### config.mk
export PLATFORM = sky130hd
export DESIGN_NAME = alu_nbit_seq
export DESIGN_NICKNAME = d
export VERILOG_FILES = /design/src/rtl/alu_pkg.sv /design/src/rtl/alu_bit_slice.sv /design/src/rtl/alu_nbit_seq.sv
export SDC_FILE = /design/constraint.sdc
export NUM_CORES = 1
export LEC_CHECK = 0
export CORE_AREA = 2 2 82 84
export DETAILED_ROUTE_END_ITERATION = 7
export DIE_AREA = 0 0 84 86
export HOLD_SLACK_MARGIN = 0.1
export PLACE_DENSITY_LB_ADDON = 0.3
export SETUP_SLACK_MARGIN = 0.5
export SYNTH_ARGS = -nofsm -noshare
export SYNTH_HDL_FRONTEND = slang
export SYNTH_SLANG_ARGS = --single-unit
### constraint.sdc
create_clock -name clk -period 4.29 [get_ports clk]
set_input_delay 0.6435 -clock clk [delete_from_list [all_inputs] [get_ports clk]]
set_output_delay 0.6435 -clock clk [all_outputs]
set_load 0.005 [all_outputs]
### src/rtl/alu_pkg.sv
// Shared op codes, op-field positions and FSM state encoding for the sequential ALU.
package alu_pkg;

  localparam int OP_W     = 4;
  localparam int AINV_POS = 3;
  localparam int BNEG_POS = 2;
  localparam int SEL_HI   = 1;
  localparam int SEL_LO   = 0;

  localparam logic [OP_W-1:0] OP_AND = 4'b0000;
  localparam logic [OP_W-1:0] OP_OR  = 4'b0001;
  localparam logic [OP_W-1:0] OP_ADD = 4'b0010;
  localparam logic [OP_W-1:0] OP_SUB = 4'b0110;
  localparam logic [OP_W-1:0] OP_SLT = 4'b0111;
  localparam logic [OP_W-1:0] OP_NOR = 4'b1100;
  localparam logic [OP_W-1:0] OP_MUL = 4'b1000;

  localparam logic [1:0] SEL_AND  = 2'b00;
  localparam logic [1:0] SEL_OR   = 2'b01;
  localparam logic [1:0] SEL_SUM  = 2'b10;
  localparam logic [1:0] SEL_LESS = 2'b11;

  typedef enum logic {
    IDLE = 1'b0,
    MUL  = 1'b1
  } state_t;

endpackage

### src/rtl/alu_bit_slice.sv
// One bit of the ALU: optional operand inversion, full adder and a 4-way result select.
module alu_bit_slice
  import alu_pkg::*;
(
  input  logic       a,
  input  logic       b,
  input  logic       carryIn,
  input  logic       ainvert,
  input  logic       binvert,
  input  logic       less,
  input  logic [1:0] sel,
  output logic       result,
  output logic       carryOut
);

  logic a_eff;
  logic b_eff;
  logic sum;

  // Carry path kept apart from the result mux so that feeding 'less' back into slice 0 forms no loop
  assign a_eff    = a ^ ainvert;
  assign b_eff    = b ^ binvert;
  assign sum      = a_eff ^ b_eff ^ carryIn;
  assign carryOut = (a_eff & b_eff) | (carryIn & (a_eff ^ b_eff));

  always_comb begin
    result = 1'b0;
    case (sel)
      SEL_AND:  result = a_eff & b_eff;
      SEL_OR:   result = a_eff | b_eff;
      SEL_SUM:  result = sum;
      SEL_LESS: result = less;
      default:  result = 1'b0;
    endcase
  end

endmodule

### src/rtl/alu_nbit_seq.sv
// Registered WIDTH-bit ALU on a chain of bit slices, with a multi-cycle shift-add multiplier
// and valid/ready handshakes on both sides.
module alu_nbit_seq
  import alu_pkg::*;
#(
  parameter int WIDTH  = 8,
  parameter int MUL_EN = 1
) (
  input  logic             clk,
  input  logic             rst,
  input  logic             inValid,
  output logic             inReady,
  input  logic [WIDTH-1:0] in1,
  input  logic [WIDTH-1:0] in2,
  input  logic [3:0]       op,
  output logic             outValid,
  input  logic             outReady,
  output logic [WIDTH-1:0] result,
  output logic             carryOut,
  output logic             overflow,
  output logic             zero,
  output logic             err
);

  localparam int CNT_W = $clog2(WIDTH);
  localparam logic [CNT_W-1:0] CNT_LAST = CNT_W'(WIDTH - 1);

  logic       ainvert;
  logic       bnegate;
  logic [1:0] sel;

  assign ainvert = op[AINV_POS];
  assign bnegate = op[BNEG_POS];
  assign sel     = op[SEL_HI:SEL_LO];

  logic [WIDTH-1:0] slice_res;
  logic             msb_cin;
  logic             msb_cout;
  logic             msb_sum;
  logic             ovf_raw;
  logic             set_less;

  for (genvar i = 0; i < WIDTH; i++) begin : g_slice
    logic c_in;
    logic c_out;
    if (i == 0) begin : g_first
      assign c_in = bnegate;
    end else begin : g_rest
      assign c_in = g_slice[i-1].c_out;
    end
    alu_bit_slice u_slice (
      .a        (in1[i]),
      .b        (in2[i]),
      .carryIn  (c_in),
      .ainvert  (ainvert),
      .binvert  (bnegate),
      .less     ((i == 0) ? set_less : 1'b0),
      .sel      (sel),
      .result   (slice_res[i]),
      .carryOut (c_out)
    );
  end

  // SLT uses the MSB sum corrected by overflow so the signed compare stays right when a-b wraps
  assign msb_cin  = g_slice[WIDTH-1].c_in;
  assign msb_cout = g_slice[WIDTH-1].c_out;
  assign msb_sum  = (in1[WIDTH-1] ^ ainvert) ^ (in2[WIDTH-1] ^ bnegate) ^ msb_cin;
  assign ovf_raw  = msb_cin ^ msb_cout;
  assign set_less = msb_sum ^ ovf_raw;

  logic [WIDTH-1:0] alu_res;
  logic             alu_carry;
  logic             alu_ovf;
  logic             alu_err;

  always_comb begin
    alu_res   = slice_res;
    alu_carry = 1'b0;
    alu_ovf   = 1'b0;
    alu_err   = 1'b0;
    case (op)
      OP_ADD, OP_SUB: begin
        alu_carry = msb_cout;
        alu_ovf   = ovf_raw;
      end
      OP_SLT:                 alu_carry = msb_cout;
      OP_AND, OP_OR, OP_NOR:  alu_carry = 1'b0;
      default: begin
        alu_res = '0;
        alu_err = 1'b1;
      end
    endcase
  end

  state_t           state;
  state_t           next_state;
  logic [WIDTH-1:0] mul_a;
  logic [WIDTH-1:0] mul_b;
  logic [WIDTH-1:0] acc;
  logic [WIDTH-1:0] acc_next;
  logic [CNT_W-1:0] cnt;
  logic             is_mul;
  logic             accept;
  logic             load_alu;
  logic             load_mul;
  logic             start_mul;
  logic             out_valid_next;

  assign is_mul   = (op == OP_MUL) && (MUL_EN != 0);
  assign acc_next = mul_b[0] ? (acc + mul_a) : acc;

  always_comb begin
    next_state     = state;
    load_alu       = 1'b0;
    load_mul       = 1'b0;
    start_mul      = 1'b0;
    inReady        = (state == IDLE) && (!outValid || outReady) && !rst;
    accept         = inValid && inReady;
    case (state)
      IDLE: begin
        if (accept) begin
          if (is_mul) begin
            start_mul  = 1'b1;
            next_state = MUL;
          end else begin
            load_alu = 1'b1;
          end
        end
      end
      MUL: begin
        if (cnt == CNT_LAST) begin
          load_mul   = 1'b1;
          next_state = IDLE;
        end
      end
      default: next_state = IDLE;
    endcase
    // A fresh load wins over a consumer handshake in the same cycle
    out_valid_next = outValid;
    if (load_alu || load_mul) begin
      out_valid_next = 1'b1;
    end else if (outReady) begin
      out_valid_next = 1'b0;
    end
  end

  always_ff @(posedge clk or posedge rst) begin
    if (rst) begin
      state    <= IDLE;
      outValid <= 1'b0;
      result   <= '0;
      carryOut <= 1'b0;
      overflow <= 1'b0;
      zero     <= 1'b0;
      err      <= 1'b0;
    end else begin
      state    <= next_state;
      outValid <= out_valid_next;
      if (load_alu) begin
        result   <= alu_res;
        carryOut <= alu_carry;
        overflow <= alu_ovf;
        zero     <= (alu_res == '0);
        err      <= alu_err;
      end else if (load_mul) begin
        result   <= acc_next;
        carryOut <= 1'b0;
        overflow <= 1'b0;
        zero     <= (acc_next == '0);
        err      <= 1'b0;
      end
    end
  end

  // Shift-add multiplier: one multiplier bit per cycle, product kept mod 2^WIDTH
  always_ff @(posedge clk or posedge rst) begin
    if (rst) begin
      mul_a <= '0;
      mul_b <= '0;
      acc   <= '0;
      cnt   <= '0;
    end else if (start_mul) begin
      mul_a <= in1;
      mul_b <= in2;
      acc   <= '0;
      cnt   <= '0;
    end else if (state == MUL) begin
      acc   <= acc_next;
      mul_a <= mul_a << 1;
      mul_b <= mul_b >> 1;
      cnt   <= cnt + 1'b1;
    end
  end

endmodule

==> After elaboration in Yosys (flattened, before gate mapping) <==
Cells that the tools add are included.
{ "word_totals": {"register_bits": 41, "out_inout_bits": 14, "elab_cells": 148, "inputBits": 24} }
{ "classes": {"bitwise_logic": 67, "addsub": 2, "n_eq_ne": 10, "muxes": 41, "reduce_logical": 17} }
{ "op_table": {"columns": ["operator", "count"], "rows": [
  ["8-bit 2-to-1 mux", 10],
  ["1-bit bitwise XOR", 34],
  ["1-bit case mux with 4 select lines", 8],
  ["1-bit 2-to-1 mux", 20],
  ["1-bit bitwise AND", 16],
  ["8-bit zero test", 2],
  ["1-bit OR", 16],
  ["8-bit adder", 1],
  ["4-bit by 3-bit equality test with 1-bit output, second input constant", 2],
  ["4-bit equality test, second input constant", 2],
  ["3-bit 2-to-1 mux", 2],
  ["2-bit nonzero test", 3],
  ["6-bit OR reduction", 1],
  ["2-bit equality test, second input constant", 2],
  ["4-bit by 1-bit equality test with 1-bit output, second input constant", 1],
  ["4-bit by 2-bit equality test with 1-bit output, second input constant", 1],
  ["4-bit zero test", 1],
  ["3-bit by 1-bit adder with 3-bit output, second input constant", 1],
  ["3-bit equality test, second input constant", 1],
  ["1-bit logical AND", 3],
  ["3-bit OR reduction", 1],
  ["2-bit by 1-bit equality test with 1-bit output, second input constant", 1],
  ["1-bit zero test", 2],
  ["2-bit zero test", 1],
  ["other kinds (4)", 5]
]} }

==> Longest topological paths before layout <==
Gate-level depths: netlist of run 1.
{ "logic_depth": {"word_depth": 24, "mapped_depth": 19, "ltp_nobuf": 18} }

==> Hierarchy <==
A second synthesis of run 1 with hierarchy kept.
{ "hier_totals": {"cells_unflattened": 319, "hier_area_um2": 3093.0} }
{ "by_module_without_submodules": {"columns": ["module", "n_inst", "area_each_um2", "seq_area_each_um2", "cells_each"], "rows": [
  ["alu_nbit_seq", 1, 2322.2, 1026.0, 247],
  ["alu_bit_slice", 8, 96.3, 0.0, 9]
]} }

==> Worst setup path after synthesis of run 1 <==
Ideal clock, no wire load.
{ "synth_path": {"path_kind": "in2reg", "from": "input port op[3]", "to": "register zero", "cell_stages": 17, "path_buffers": 1, "setup_ns": 0.066, "required_ns": 4.224, "arrival_time_ns": 4.473, "slack_ns": -0.249, "cell_sequence": "buf_1 xnor2_1 inv_1 fa_1 fa_1 fa_1 inv_1 fa_1 inv_1 fa_1 inv_1 fa_1 fa_1 o22ai_1 or4b_1 o31ai_1 a31o_1"} }
{ "synth_between": {"elab_chain_len": 24, "word_cells_on_any_way": 81, "classes_between": "eq/ne: 6; mux: 13; bitwise: 58; reduce/logical: 4"} }
{ "synth_rtl": {"columns": ["item", "line", "source"], "rows": [
  ["start: declaration", "alu_nbit_seq.sv:15", "input logic [3:0] op,"],
  ["1-bit bitwise XOR", "alu_bit_slice.sv:21", "assign a_eff = a ^ ainvert;"],
  ["1-bit bitwise XOR", "alu_bit_slice.sv:23, alu_bit_slice.sv:24", null],
  ["1-bit bitwise AND", "alu_bit_slice.sv:24", "assign carryOut = (a_eff & b_eff) | (carryIn & (a_eff ^ b_eff));"],
  ["1-bit OR", "alu_bit_slice.sv:24", null],
  ["1-bit bitwise AND", "alu_bit_slice.sv:24", null],
  ["1-bit OR", "alu_bit_slice.sv:24", null],
  ["1-bit bitwise AND", "alu_bit_slice.sv:24", null],
  ["1-bit OR", "alu_bit_slice.sv:24", null],
  ["(+8 left out)", null, null],
  ["1-bit bitwise AND", "alu_bit_slice.sv:24", null],
  ["1-bit OR", "alu_bit_slice.sv:24", null],
  ["1-bit bitwise XOR", "alu_nbit_seq.sv:68", "assign ovf_raw = msb_cin ^ msb_cout;"],
  ["1-bit bitwise XOR", "alu_nbit_seq.sv:69", "assign set_less = msb_sum ^ ovf_raw;"],
  ["1-bit case mux with 4 select lines", "alu_bit_slice.sv:28", "case (sel)"],
  ["8-bit 2-to-1 mux", "alu_nbit_seq.sv:81", "case (op)"],
  ["8-bit zero test", "alu_nbit_seq.sv:163", "zero <= (alu_res == '0);"],
  ["1-bit 2-to-1 mux", "alu_nbit_seq.sv:159", "if (load_alu) begin"],
  ["end signal: assignment", "alu_nbit_seq.sv:163", null],
  ["end signal: assignment", "alu_nbit_seq.sv:169", "zero <= (acc_next == '0);"],
  ["end: declaration", "alu_nbit_seq.sv:21", "output logic zero,"]
]} }
Parallel ways exist; a longest one is shown, timed or not.
A chain may end at the register's enable or synchronous reset.

==> Worst setup path in the final report of run 1 <==
Same ends and word-level chain as after synthesis.

==> metrics, run 1 <==
status finished clean; CTS max path bufs 2; gpl congestion 0.849; post-detailed-route via-to-cell ratio 5.42; Placed Cells 467; H-Tree Depth 2; pin count of the biggest net entering global routing 38; worst-path fanout max 3; Synth top area share 34.0%; Leak 1.95 nW; Final Non-Filler Cells 486; IO buf count 37; area occupied by multi-input gates 0.00196 mm²; critical path data arrival time 4300 ps; period utilization 94.6%; Antenna Diode Count 0; total routed wirelength 7700 µm; Crit path depth 19; Worst-Margin Slew 1190 ps; cell family with most CP delay adder cells; crit-path cells buf_6 -> buf_12 -> buf_4 -> buf_6 -> xnor2_4 -> inv_2 -> fa_2 -> fa_2 -> inv_2 -> fa_2 -> inv_2 -> fa_2 -> inv_2 -> fa_2 -> fa_1 -> o22ai_2 -> or4b_4 -> o31ai_4 -> a31o_1; register bit total from synthesis 41; IO Count 38; cell area after synthesis 0.00302 mm²; row cnt 29; die height 86 µm; final hold vios 0; Rel. slew slack 20.6%; WS Path Type input pin to register; VDD IR-drop max 0.000364 V; Overflow after GRT 0; CTS Buf Count 5; layout cells sized above 1 20.3%; Setup TNS 0 ps; crit-path max cell delay 560 ps; DRT Pass-1 Iters 4; unrepaired setup endpoints after global routing yes; crit start category input pin; Yosys top cell by area dfrtp_1; Synth area leaders dfrtp_1 34%, ha_1 10%, nand2_1 8.1%; fmax 0.246 GHz; most numerous cell in the Yosys netlist nand2_1; Area growth syn-to-layout 32.4%; antenna violations before repair 0; FF-to-FF End zero; Initial DRC Count 143; Power, Total 1.94 mW; syn avg cell area 8.81 µm²; FILL cells 535; Most used DFF post-synth dfrtp_1; WP buf/inv 8; syn_nets 401; CTS tree built; pwr dens 485 mW/mm²; Detailed Place HPWL 5600 µm; hold slack 481 ps; Vias 2633; # DRC 0; Hold Path Class register to register; Routed WL per cell 15.8 µm; Critical path destination zero; R2R depth 8; sequential area share after synthesis 34.0%; Critical Path RT 4530 ps; DIE WIDTH 84 µm; cell mode on critical path fa_2; highest-delay cell along the critical path or4b_4; Cells after Synth 343; Tmin final 4060 ps; Reg area 0.00103 mm²; antenna-violating nets left 0; Starting Density 48.1%; first-pass GRT wire length 13000 µm; Ys Warns 0; Max-Cap Viols 0; total setup violations reported at the end of the flow 0; worst reg2reg setup slack 1830 ps; Post-synth ARST share 100%; Worst Setup SP op[3]; Core ar. 0.00628 mm²; gr usage total 22.7%; Worst-Skew Late Latency 300 ps; Layout Utilization 63.7%; reg2reg start mul_a[0]; CP endpoint kind register; vias in the first global route 2672; clock root buffer clkbuf_8; Post-synth EDFFs 0; Total Die Area 0.00722 mm²; Worst Hold Depth 1; Slew Viols, Final 0; post-synth cell types 40; clock sink count 41; clk_skew 9.14 ps; # nets final 466; Reg clk slew, reported paths 80 ps; most instantiated cells after synthesis 65 x nand2_1, 41 x dfrtp_1, 29 x inv_1, 25 x ha_1, 19 x a22oi_1
worst register-to-register path, delay by kind of cell, from the launching register on:
family / cells / cell delay [ps]
AO/OA/AOI/OAI: 4 / 1070
adder cells (fa/ha/maj): 2 / 650
flip-flops: 1 / 410
AND/OR/NAND/NOR: 2 / 230
what timing repair did:
item,4_1_cts,5_1_grt
hold buffers,0,0
pin swaps,13,17
endpoints found under the setup margin,6,6
resized for setup,31,14
cloned,0,0
buffers inserted,6,5
logic make-up after synthesis:
kind of cell / after synthesis / share of synthesized area (%)
buf+inv: 46 / 6.09
compound gates: 73 / 15.8
simple gates: 114 / 16.9
xor+xnor: 21 / 6.09
flops: 41 / 34.0
mux: 14 / 4.84
fa+ha+maj: 34 / 16.3
cells in the final DEF, fill, tap and decap left out, drive strengths merged, types with 4 or more instances in the layout:
master	n
o21ai	18
o22ai	6
inv	30
nor2b	4
clkbuf	6
buf	41
nor2	16
a22oi	19
clkdlybuf4s50	29
xnor2	9
dfrtp	41
mux2	5
a21oi	10
nand3	7
nand2b	6
mux2i	9
ha	25
a211oi	7
xor2	12
nand2	65
fa	9
layout make-up:
cell class | count | share of cell area, %
multi-input combinational | 256 | 48.9
sequential | 41 | 25.6
inverter | 29 | 2.72
clock buffer | 5 | 1.72
timing repair buffer | 75 | 16.9
clock inverter | 3 | 1.72
tap | 77 | 2.41
registers in the layout, summed over array words and instances (netlist names):
| signal | flops |
|---|---|
| overflow | 1 |
| acc | 8 |
| mul_a | 8 |
| zero | 1 |
| cnt | 3 |
| err | 1 |
| result | 8 |
| state | 1 |
| outValid | 1 |
| carryOut | 1 |
| mul_b | 8 |
worst min path at each step:
stage | to | startpoint
CTS | err | err
finish | err | err
detailed placement | mul_b[1] | mul_b[1]
floorplan | mul_b[1] | mul_b[1]
global placement | mul_b[4] | mul_b[4]
global route | mul_b[1] | mul_b[1]
routing by layer:
metal	track usage [%]	vias to the layer above	routed length, µm
met5	0	-	0
met4	6.89	0	89
met3	4.43	10	450
met2	39.0	69	3770
met1	29.3	1260	3390
li1	-	1294	-
where the power goes:
part / internal, mW / leakage, nW / total (mW) / switching (mW)
sequential: 0.530 / 0.544 / 0.630 / 0.101
combinational: 0.443 / 1.33 / 0.929 / 0.486
clock: 0.234 / 0.0687 / 0.382 / 0.148
total: 1.21 / 1.95 / 1.94 / 0.735
per-stage QoR:
stage | instance area, µm² | setup WS, ps
2_1_floorplan | 3110 | 209
3_3_place_gp | 3700 | -392
3_5_place_dp | 3700 | -509
4_1_cts | 3900 | 62.8
5_1_grt | 4000 | 129
6_report | 4000 | 230
Note: power is estimated with default switching activity, not from simulation.
==> run 2, diff against run 1 <==
--- a/config.mk
+++ b/config.mk
@@ -5,11 +5,11 @@
 export SDC_FILE = /design/constraint.sdc
 export NUM_CORES = 1
 export LEC_CHECK = 0
-export CORE_AREA = 2 2 82 84
+export CORE_AREA = 2 2 85 87
 export DETAILED_ROUTE_END_ITERATION = 7
-export DIE_AREA = 0 0 84 86
+export DIE_AREA = 0 0 87 89
 export HOLD_SLACK_MARGIN = 0.1
-export PLACE_DENSITY_LB_ADDON = 0.3
+export PLACE_DENSITY = 0.66
 export SETUP_SLACK_MARGIN = 0.5
 export SYNTH_ARGS = -nofsm -noshare
 export SYNTH_HDL_FRONTEND = slang
==> run 2 against run 1 <==
  * Flip-flop and latch count is the same
  * Sequential power about the same
  * Fmax rose by 0.56%
  * Critical path depth fell by 1
  * Highest routed layer unchanged
  * First-iteration DRC count grew 0.70%
  * Global-route usage shrank 1.1 points
  * Total power decreased by 4.3%
  * Critical path type unchanged
==> metrics, run 2 (same netlist as run 1, synthesis figures left out) <==
Routed WL per cell 15.9 µm; period utilization 94.1%; Initial DRC Count 144; Worst Setup SP op[3]; clock sink count 41; fmax 0.248 GHz; gpl congestion 0.886; Total Die Area 0.00774 mm²; Antenna Diode Count 0; # nets final 462; VDD IR-drop max 0.000247 V; WS Path Type input pin to register; Core ar. 0.00672 mm²; status finished clean; final hold vios 0; Starting Density 45.0%; total setup violations reported at the end of the flow 0; first-pass GRT wire length 12900 µm; critical path data arrival time 4280 ps; clk_skew 10.3 ps; Hold Path Class register to register; Layout Utilization 58.2%; CP endpoint kind register; final instance area 0.00391 mm²; worst-path fanout max 3; Place WS -506 ps; Area after DPL 0.00371 mm²; pwr dens 476 mW/mm²; Worst-Skew Late Latency 300 ps; Reg clk slew, reported paths 90 ps; Post-CTS Hold Fix Bufs 0; Tmin final 4040 ps; clock root buffer clkbuf_8; IO buf count 37; Leak 1.89 nW; Slew Viols, Final 0; FF-to-FF End zero; total routed wirelength 7720 µm; Area growth syn-to-layout 29.4%; unrepaired setup endpoints after global routing yes; crit start category input pin; DIE WIDTH 87 µm; IO Count 38; CTS Buf Count 5; layout cells sized above 1 19.1%; reg2reg start mul_a[0]; antenna-violating nets left 0; R2R depth 8; hold slack 481 ps; final setup margin 253 ps; commonest non-fill, non-tap cell in the layout nand2_1; Max-Cap Viols 0; Critical path destination zero; Detailed Place HPWL 5730 µm; Power, Total 1.86 mW; post-detailed-route via-to-cell ratio 5.35; die height 89 µm; # DRC 0; row cnt 30; gr usage total 21.6%; CTS tree built; vias in the first global route 2584; antenna violations before repair 0; Worst-Margin Slew 1150 ps; pin count of the biggest net entering global routing 38; Critical Path RT 4530 ps; H-Tree Depth 2; DRT Pass-1 Iters 5; commonest non-fill, non-tap cells in the layout 65 x nand2_1, 41 x dfrtp_1, 30 x buf_4, 29 x clkdlybuf4s50_1; worst reg2reg setup slack 1840 ps; Vias 2590; Overflow after GRT 0; CTS max path bufs 2; Rel. slew slack 23.3%
run 2: routing by layer:
layer | up-vias | share of wire (%) | track usage [%]
met3 | 9 | 5.8 | 3.60
met5 | - | 0 | 0
met1 | 1221 | 46 | 29.4
met2 | 83 | 47 | 36.0
li1 | 1277 | - | -
met4 | 0 | 1.2 | 5.82
run 2: critical path: stages:
cell and delay, ps:
buf_6 100, buf_12 130, xnor2_4 120, a21oi_2 160, fa_2 240, fa_2 200
fa_2 200, inv_2 40, fa_2 330, inv_2 60, fa_2 190, inv_2 40
fa_2 370, fa_1 510, o22ai_2 100, or4b_1 530, o31ai_2 190, a31o_1 130
run 2: layout make-up:
cell class | instances | area [µm²]
Fill cell | 596 | 2810
Multi-Input combinational cell | 256 | 1930
Sequential cell | 41 | 1030
Timing Repair Buffer | 71 | 639
Inverter | 29 | 109
Tap cell | 80 | 100
Clock buffer | 5 | 68.8
Clock inverter | 2 | 35.0
run 2: power by group:
part	total [mW]	switching [mW]	leakage, nW	internal (mW)
Clock	0.316	0.146	0.0540	0.170
Sequential	0.631	0.101	0.544	0.530
Combinational	0.912	0.479	1.30	0.433
Total	1.86	0.726	1.89	1.13
run 2: worst min-delay path by stage:
stage                to     start  cells after the start  slack [ps]
2_1_floorplan  mul_b[1]  mul_b[1]                      2         450
3_3_place_gp   mul_b[4]  mul_b[4]                      2         460
3_5_place_dp        err       err                      1         470
4_1_cts             err       err                      1         490
5_1_grt        mul_b[5]  mul_b[5]                      2         510
6_report            err       err                      1         480
run 2: timing repair:
item	CTS	global route
resized for setup	32	11
gates cloned	0	0
buffers inserted	4	2
pin swaps	16	16
setup endpoints to repair	6	6
run 2: through the flow:
stage / instances / TNS (ps)
floorplan: 343 / 0
global placement: 471 / -752
detailed placement: 471 / -1230
CTS: 482 / 0
global route: 484 / 0
finish: 484 / 0
==> run 3, diff against run 2 <==
--- a/config.mk
+++ b/config.mk
@@ -8,7 +8,6 @@
 export CORE_AREA = 2 2 85 87
 export DETAILED_ROUTE_END_ITERATION = 7
 export DIE_AREA = 0 0 87 89
-export HOLD_SLACK_MARGIN = 0.1
 export PLACE_DENSITY = 0.66
 export SETUP_SLACK_MARGIN = 0.5
 export SYNTH_ARGS = -nofsm -noshare
==> results of run 3 <==
No change in the layout: final DEF, timing and power equal those of run 2.
